## src/rtl/cam_capture.sv

```systemverilog
// ============================================================================
//  Module      : cam_capture
//  Description : Captures one RGB565 frame from a parallel camera port and
//                writes one converted byte per pixel into a frame RAM. The
//                camera signals are asynchronous; all of them are resampled
//                in the clk domain through a shared two-flop pipeline.
//                Optional build macro CAM_CAPTURE_GRAY_EN selects an 8-bit
//                grayscale output instead of RGB332.
//  Revision    : 1.0 - initial release
// ============================================================================
`default_nettype none

module cam_capture #(
    parameter int IMG_W = 160,
    parameter int IMG_H = 120
) (
    input  logic        clk,
    input  logic        rst_n,
    input  logic        start,
    input  logic        abort,
    input  logic        cam_vsync,
    input  logic        cam_href,
    input  logic        cam_pclk,
    input  logic [7:0]  cam_data,
    output logic        cam_xclk,
    output logic        ram_we,
    output logic [18:0] ram_addr,
    output logic [7:0]  ram_data,
    output logic        busy,
    output logic        done,
    output logic [18:0] pix_count,
    output logic        frame_err
);

    // Number of pixels that fit in one frame; writes beyond this are dropped.
    localparam int          c_PIX_TOTAL = IMG_W * IMG_H;
    localparam logic [18:0] c_PIX_MAX   = 19'(c_PIX_TOTAL);

    typedef enum logic [2:0] {
        S_IDLE      = 3'd0,
        S_ARM       = 3'd1,
        S_WAIT_FALL = 3'd2,
        S_CAPTURE   = 3'd3,
        S_DONE      = 3'd4
    } state_t;

    state_t      r_state;

    // Resampling pipeline for the camera-domain signals.
    logic        r_vsync_s1;
    logic        r_vsync_s2;
    logic        r_vsync_s3;
    logic        r_href_s1;
    logic        r_href_s2;
    logic        r_pclk_s1;
    logic        r_pclk_s2;
    logic        r_pclk_s3;
    logic [7:0]  r_data_s1;
    logic [7:0]  r_data_s2;

    // Capture datapath state.
    logic        r_phase;
    logic [7:0]  r_hi;
    logic        r_xclk;
    logic        r_ram_we;
    logic [18:0] r_ram_addr;
    logic [7:0]  r_ram_data;
    logic        r_busy;
    logic        r_done;
    logic [18:0] r_pix_count;
    logic        r_frame_err;

    logic        w_pclk_rise;
    logic        w_vsync_rise;
    logic [7:0]  w_pix;

    // Edge detectors work on the resampled copies, so each camera edge is
    // seen exactly once in the clk domain.
    assign w_pclk_rise  = r_pclk_s2 & ~r_pclk_s3;
    assign w_vsync_rise = r_vsync_s2 & ~r_vsync_s3;

`ifdef CAM_CAPTURE_GRAY_EN
    // Grayscale: expand each channel to 8 bits by replicating its MSBs, then
    // weight green twice: (R8 + 2*G8 + B8) / 4. The word is {r_hi, lo}.
    logic [7:0]  w_r8;
    logic [7:0]  w_g8;
    logic [7:0]  w_b8;
    logic [9:0]  w_gray_sum;
    logic        w_unused_gray_lsbs;

    assign w_r8       = {r_hi[7:3], r_hi[7:5]};
    assign w_g8       = {r_hi[2:0], r_data_s2[7:5], r_hi[2:1]};
    assign w_b8       = {r_data_s2[4:0], r_data_s2[4:2]};
    assign w_gray_sum = {2'b00, w_r8} + {1'b0, w_g8, 1'b0} + {2'b00, w_b8};
    assign w_pix      = w_gray_sum[9:2];
    assign w_unused_gray_lsbs = ^w_gray_sum[1:0];
`else
    // RGB332: R[4:2] = hi[7:5], G[5:3] = hi[2:0], B[4:3] = lo[4:3].
    logic        w_unused_rgb_bits;

    assign w_pix = {r_hi[7:5], r_hi[2:0], r_data_s2[4:3]};
    assign w_unused_rgb_bits = ^r_hi[4:3];
`endif

    // Two-flop resampling of every camera input plus one history flop for
    // edge detection on pclk and vsync.
    always_ff @(posedge clk or negedge rst_n) begin
        if (!rst_n) begin
            r_vsync_s1 <= 1'b0;
            r_vsync_s2 <= 1'b0;
            r_vsync_s3 <= 1'b0;
            r_href_s1  <= 1'b0;
            r_href_s2  <= 1'b0;
            r_pclk_s1  <= 1'b0;
            r_pclk_s2  <= 1'b0;
            r_pclk_s3  <= 1'b0;
            r_data_s1  <= 8'h00;
            r_data_s2  <= 8'h00;
        end else begin
            r_vsync_s1 <= cam_vsync;
            r_vsync_s2 <= r_vsync_s1;
            r_vsync_s3 <= r_vsync_s2;
            r_href_s1  <= cam_href;
            r_href_s2  <= r_href_s1;
            r_pclk_s1  <= cam_pclk;
            r_pclk_s2  <= r_pclk_s1;
            r_pclk_s3  <= r_pclk_s2;
            r_data_s1  <= cam_data;
            r_data_s2  <= r_data_s1;
        end
    end

    // Camera master clock: divide clk by two.
    always_ff @(posedge clk or negedge rst_n) begin
        if (!rst_n) begin
            r_xclk <= 1'b0;
        end else begin
            r_xclk <= ~r_xclk;
        end
    end

    // Capture state machine with registered status and RAM-write outputs.
    always_ff @(posedge clk or negedge rst_n) begin
        if (!rst_n) begin
            r_state     <= S_IDLE;
            r_phase     <= 1'b0;
            r_hi        <= 8'h00;
            r_ram_we    <= 1'b0;
            r_ram_addr  <= 19'd0;
            r_ram_data  <= 8'h00;
            r_busy      <= 1'b0;
            r_done      <= 1'b0;
            r_pix_count <= 19'd0;
            r_frame_err <= 1'b0;
        end else begin
            // The write strobe is a single-cycle pulse unless re-armed below.
            r_ram_we <= 1'b0;

            case (r_state)
                S_IDLE, S_DONE: begin
                    if (start && !abort) begin
                        r_state     <= S_ARM;
                        r_pix_count <= 19'd0;
                        r_frame_err <= 1'b0;
                        r_phase     <= 1'b0;
                        r_done      <= 1'b0;
                        r_busy      <= 1'b1;
                    end
                end

                // Wait for the blanking interval that precedes the frame.
                S_ARM: begin
                    if (abort) begin
                        r_state <= S_IDLE;
                        r_busy  <= 1'b0;
                    end else if (r_vsync_s2) begin
                        r_state <= S_WAIT_FALL;
                    end
                end

                // Frame data starts once vsync falls.
                S_WAIT_FALL: begin
                    if (abort) begin
                        r_state <= S_IDLE;
                        r_busy  <= 1'b0;
                    end else if (!r_vsync_s2) begin
                        r_state <= S_CAPTURE;
                    end
                end

                S_CAPTURE: begin
                    if (abort) begin
                        r_state <= S_IDLE;
                        r_busy  <= 1'b0;
                    end else if (w_vsync_rise) begin
                        // End of frame; a half-assembled word is dropped.
                        r_state <= S_DONE;
                        r_busy  <= 1'b0;
                        r_done  <= 1'b1;
                    end else if (!r_href_s2) begin
                        // Between lines: a pending high byte means the line
                        // had an odd number of bytes.
                        if (r_phase) begin
                            r_frame_err <= 1'b1;
                        end
                        r_phase <= 1'b0;
                    end else if (w_pclk_rise) begin
                        if (!r_phase) begin
                            r_hi    <= r_data_s2;
                            r_phase <= 1'b1;
                        end else begin
                            r_phase <= 1'b0;
                            if (r_pix_count == c_PIX_MAX) begin
                                // Frame already full: drop the word.
                                r_frame_err <= 1'b1;
                            end else begin
                                r_ram_we    <= 1'b1;
                                r_ram_addr  <= r_pix_count;
                                r_ram_data  <= w_pix;
                                r_pix_count <= r_pix_count + 19'd1;
                            end
                        end
                    end
                end

                default: begin
                    r_state <= S_IDLE;
                    r_busy  <= 1'b0;
                    r_done  <= 1'b0;
                end
            endcase
        end
    end

    assign cam_xclk  = r_xclk;
    assign ram_we    = r_ram_we;
    assign ram_addr  = r_ram_addr;
    assign ram_data  = r_ram_data;
    assign busy      = r_busy;
    assign done      = r_done;
    assign pix_count = r_pix_count;
    assign frame_err = r_frame_err;

endmodule

`default_nettype wire

```

## config.mk

```make
export PLATFORM = sky130hd
export DESIGN_NAME = cam_capture
export DESIGN_NICKNAME = d
export VERILOG_FILES = /design/src/rtl/cam_capture.sv
export SDC_FILE = /design/constraint.sdc
export NUM_CORES = 1
export LEC_CHECK = 0
export ABC_AREA = 1
export CAP_MARGIN = 20
export CORE_MARGIN = 2
export CORE_UTILIZATION = 45
export DETAILED_ROUTE_END_ITERATION = 10
export GPL_ROUTABILITY_DRIVEN = 0
export PLACE_DENSITY = 0.68
export SLEW_MARGIN = 20
export SYNTH_ARGS = -nofsm -noshare
export SYNTH_HDL_FRONTEND = slang
export SYNTH_SLANG_ARGS = --single-unit
```

## constraint.sdc

```tcl
create_clock -name clk -period 1.9 [get_ports clk]
set_clock_uncertainty 0.15 [all_clocks]
set_input_delay 0.285 -clock clk [delete_from_list [all_inputs] [get_ports clk]]
set_output_delay 0.285 -clock clk [all_outputs]
set_load 0.01 [all_outputs]
```

### Word-level counts from Yosys, hierarchy flattened

Index checks and enable logic that the tools add are counted.

| cells by class | value |
|---|---|
| add/sub/neg operators | 1 |
| reduce and logical (&&, ||, !) cells | 14 |
| eq/ne operators | 21 |
| bitwise operators | 10 |
| muxes and demuxes | 46 |

Operators with widths:

| cell | count |
|---|---|
| 19-bit two-way mux | 7 |
| 19-bit case mux with 2 select lines | 1 |
| 1-bit two-way mux | 26 |
| 3-bit two-way mux | 7 |
| 3-bit != test, second input constant | 7 |
| 19-bit by 1-bit adder with 19-bit output, second input constant | 1 |
| 19-bit by 15-bit equality test with 1-bit output, second input constant | 1 |
| 2-bit != test, second input constant | 8 |
| 8-bit AND reduction | 2 |
| 3-bit case mux with 4 select lines | 1 |
| 1-bit inverter | 8 |
| 4-bit AND reduction | 2 |
| 7-bit AND reduction | 1 |
| 3-bit by 2-bit equality test with 1-bit output, second input constant | 2 |
| 1-bit case mux with 3 select lines | 2 |
| 6-bit AND reduction | 1 |
| 5-bit AND reduction | 1 |
| 1-bit case mux with 2 select lines | 2 |
| 2-bit OR reduction | 2 |
| 3-bit by 1-bit equality test with 1-bit output, second input constant | 1 |
| 3-bit equality test, second input constant | 1 |
| 3-bit logical NOT | 1 |
| 3-bit AND reduction | 1 |
| 1-bit AND | 2 |
| 4 further kinds | 4 |

| word-level totals | value |
|---|---|
| register bits after elaboration | 87 |
| output and inout port bits | 51 |
| input port bits | 15 |
| logic and storage cells | 113 |

### Depth between registers and ports, before layout

Gate-level depths: netlist of run 1.

| logic depth | value |
|---|---|
| depth in word-level cells | 8 |
| mapped depth | 11 |
| depth with buffers taken out | 10 |

### Least setup slack after synthesis of run 1

OpenSTA, ideal clock, no wires.

| timing | value |
|---|---|
| kind | flip-flop to flip-flop |
| start point | register r_pix_count[0], in the netlist pix_count[0] |
| end point | register r_ram_addr[10], in the netlist ram_addr[10] |
| setup time | 117 ps |
| arrival time | 1507 ps |
| period minus slack after synthesis | 1775 ps |
| data required time | 1633 ps |
| path buffers | 2 |
| stages on the path, launching flop included | 11 |
| setup slack | 125 ps |
| path through | dfrtp_1 inv_1 ha_1 nand4_1 nor2_1 nand2_1 nand3_2 buf_6 buf_4 nand2_1 nand2_1 |

| on the way | value |
|---|---|
| cells in the longest elaborated chain, start to end | 3 |

Ends and longest elaborated chain:

| what | line | source |
|---|---|---|
| start, declared | 70 | `logic [18:0] r_pix_count;` |
| start signal, assigned | 220 | `r_pix_count <= r_pix_count + 19'd1;` |
| 19-bit by 15-bit equality test with 1-bit output | 213 | `if (r_pix_count == c_PIX_MAX) begin` |
| 1-bit inverter (no line) | -- |  |
| 7-bit AND reduction (no line) | -- |  |
| end signal, assigned | 218 | `r_ram_addr <= r_pix_count;` |
| end, declared | 66 | `logic [18:0] r_ram_addr;` |

Every way passes these cells.
A chain may end at the register's enable or synchronous reset.

### Worst setup path in the final report of run 1

| timing | value |
|---|---|
| start point | register r_pix_count[6], in the netlist pix_count[6] |
| end point | output port pix_count[6] |

RTL lines:

| what | line | source |
|---|---|---|
| end, declared | 31 | `output logic [18:0] pix_count,` |

No word-level cell between the ends.

==> impl_metrics.py, run 1 <==
metrics = {
    "placement": {
        "dpl.hpwl_um": 5950,
        "dp_cells": 612,
        "portBuffers": 65,
    },
    "logic_synthesis": {
        "syn_area_um2": 3780,
        "synth-edff-count": 0,
        "syn-num-nets": 442,
        "ys_seq_elements": 85,
        "avgSynthCellArea_um2": 8.89,
        "synth_area_leaders": "dfrtp_1 (56%), nand2_1 (16%), nor2_1 (5.3%)",
        "synth_top_area_cell": "dfrtp_1",
        "synth_most_common_cell": "nand2_1",
        "synth_cell_types": 30,
        "synth_warnings": 0,
        "synthArstFlopShare": 1.00,
        "syn-instance-count": 425,
        "synth-seq-area-share": 0.563,
        "synth_common_cells": "nand2_1 (157), dfrtp_1 (85), nor2_1 (53)",
        "synth_flop_cell": "dfrtp_1",
        "synth_top_area_frac": 0.563,
    },
    "cells_and_area": {
        "utilization": 0.601,
        "instances_no_fill": 629,
        "nNetsFinal": 536,
        "fillers": 733,
        "area_growth_pct": 30.0,
        "seq_area_um2": 2130,
        "antenna_cells": 0,
        "multi_input_area_um2": 1450,
        "final_layout_size_suffix_gt1_frac": 0.143,
    },
    "floorplan": {
        "fp.dieH_um": 95.7,
        "core-area_um2": 8180,
        "die_w_um": 95.7,
        "start_util": 0.462,
        "rows": 33,
        "die_area_um2": 9150,
        "boundaryPins": 66,
    },
    "sta": {
        "fin_crit_sh": 0.965,
        "relSlewSlack": 0.695,
        "hold_violations": 0,
        "max_freq_ghz": 0.545,
        "setup_violations": 0,
        "layout_min_cycle_time_ns": 1.83,
        "tightest_slew_ns": 0.457,
        "rsz0062_at_grt": "yes",
        "slew_viol_final": 0,
    },
    "route": {
        "routedWlPerCell_um": 13.1,
        "wl_um": 8270,
        "drtAntennaViolNets": 0,
        "firstDrtPassIters": 4,
        "drc": 0,
        "vias": 3075,
        "vias_per_cell": 4.89,
        "initialDrtViolationCount": 118,
    },
    "worst_hold_path": {
        "hp-class": "input port to flip-flop",
        "hold-path-endpoint": "r_href_s1",
        "min_from": "cam_href",
        "whs_path_depth": 1,
    },
    "cts": {
        "ctsRootBufferMaster": "clkbuf_8",
        "cts_tree": "built",
        "worst_skew_pair.late_latency_ns": 0.36,
        "cts_buffers": 9,
        "clk_pin_slew_ns": 0.09,
        "clockBufferDepth": 2,
        "htree_levels": 3,
        "cts.sinks": 85,
    },
    "setup_path": {
        "endpoint_kind": "primary output",
        "crit_type": "flip-flop to primary output",
        "worst-r2r-cell-count": 9,
        "critPathLaunchType": "flip-flop",
        "path_max_fanout": 6,
        "r2r_slack_ns": 0.16,
        "reg2reg_to": "ram_data[6]",
        "arrival_ns": 1.40,
        "critical_path_required_ns": 1.46,
        "rr_startpoint": "pix_count[0]",
    },
    "run_status": {
        "status": "finished clean",
    },
    "global_routing": {
        "grt_max_degree": 40,
        "groute.usage.overall": 0.204,
        "overflow": 0,
        "antenna_found_initial": 0,
        "grt_pass1_wl_um": 14200,
        "grt_pass1_vias": 3106,
    },
    "flow_run": {
        "drv_cap": 0,
    },
    "pwr": {
        "cellLeakagePower_nw": 2.46,
        "peakVddDrop_uv": 436,
        "powerDensity_nw_per_um2": 865,
        "power.total_mw": 4.25,
    },
}
[logic make-up (layout without fill, tap and decap cells)]
kind of cell / count (synthesis) / in the layout / synth area share
muxes: 6 / 6 / 0.0179
DFF: 85 / 85 / 0.563
and+or+nand+nor: 258 / 258 / 0.302
adders and majority gates: 2 / 2 / 0.00662
buffers and inverters: 41 / 140 / 0.0549
AOI/OAI and AO/OA: 22 / 22 / 0.0308
xor gates and xnor gates: 11 / 11 / 0.0255
[worst max-delay path: stages, from the launching register on]
cell	delay [ns]
dfrtp_1	0.36
buf_4	0.15
clkdlybuf4s50_1	0.53
[per-stage QoR]
stage          hold WS [ns]  setup WS (ns)  area (um2)  TNS [ns]
2_1_floorplan        -0.161          0.125        3780         0
3_3_place_gp          0.118        -0.0222        4690    -0.197
3_5_place_dp          0.115        -0.0770        4690     -1.16
4_1_cts               0.189        0.00973        4880         0
5_1_grt               0.188        -0.0122        4910   -0.0239
6_report              0.202         0.0659        4910         0
[timing repair]
action / in CTS / in global routing
hold endpoints to repair: 30 / 0
hold buffers: 1 / 0
buffers inserted: 0 / 0
setup endpoints to repair: 0 / 14
gates resized for setup: 0 / 13
[state kept, by name, summed over array words and instances (netlist names), 3 cells and up]
name	count
pix_count	19
r_data_s1	8
r_data_s2	8
r_hi	6
r_state	3
ram_addr	19
ram_data	8
[metal layers]
| layer | track usage | up-vias | share of wire |
|---|---|---|---|
| li1 | - | 1518 | - |
| met1 | 0.266 | 1464 | 0.45 |
| met2 | 0.330 | 83 | 0.47 |
| met3 | 0.0490 | 10 | 0.062 |
| met4 | 0.0750 | 0 | 0.016 |
| met5 | 0 | - | 0 |
[report_power, final]
group	switching (mW)	internal [mW]	leakage (nW)	total [mW]
sequential	0.0912	1.94	1.12	2.03
combinational	0.670	0.367	1.25	1.04
clock	0.692	0.488	0.0866	1.18
total	1.45	2.80	2.46	4.25
[worst max-delay path by stage]
| stage | startpoint | slack [ns] | to |
|---|---|---|---|
| 6_report | pix_count[6] | 0.07 | pix_count[6] |
| 5_1_grt | pix_count[0] | -0.01 | ram_addr[7] |
| 4_1_cts | pix_count[0] | 0.01 | pix_count[0] |
| 3_5_place_dp | abort | -0.08 | pix_count[6] |
| 3_3_place_gp | abort | -0.02 | pix_count[5] |
| 2_1_floorplan | pix_count[0] | 0.13 | ram_addr[10] |
[layout by cell type (no fill, tap or decap), types with 2 or more instances in the layout]
cell type,instances
nor3_1,4
nand3_1,22
ha_1,2
nand3_4,2
dfrtp_1,84
xor2_1,8
inv_1,27
o21ai_0,8
clkbuf_8,9
xnor2_1,3
mux2_2,6
nor2_1,53
o21ai_1,10
nand4_1,3
buf_4,29
nand3_2,11
clkinvlp_4,2
dlymetal6s2s_1,9
a21oi_1,2
clkdlybuf4s50_1,55
nand2_1,157
inv_6,3
[final cells by class]
class / instances / share of cell area
flip-flops and latches: 85 / 0.433
multi-input cells: 299 / 0.294
repair buffers: 96 / 0.188
well taps: 105 / 0.0267
clock buffers: 9 / 0.0252
inverters: 28 / 0.0219
clock inverters: 7 / 0.0112
No activity file was read; power rests on OpenSTA's default activity.
==> run 2: changes to the inputs <==
--- a/config.mk
+++ b/config.mk
@@ -9,6 +9,7 @@
 export CAP_MARGIN = 20
 export CORE_MARGIN = 2
 export CORE_UTILIZATION = 45
+export CTS_CLUSTER_DIAMETER = 50
 export DETAILED_ROUTE_END_ITERATION = 10
 export GPL_ROUTABILITY_DRIVEN = 0
 export PLACE_DENSITY = 0.68
==> results of run 2 <==
No change in the layout: final DEF, timing and power equal those of run 1.
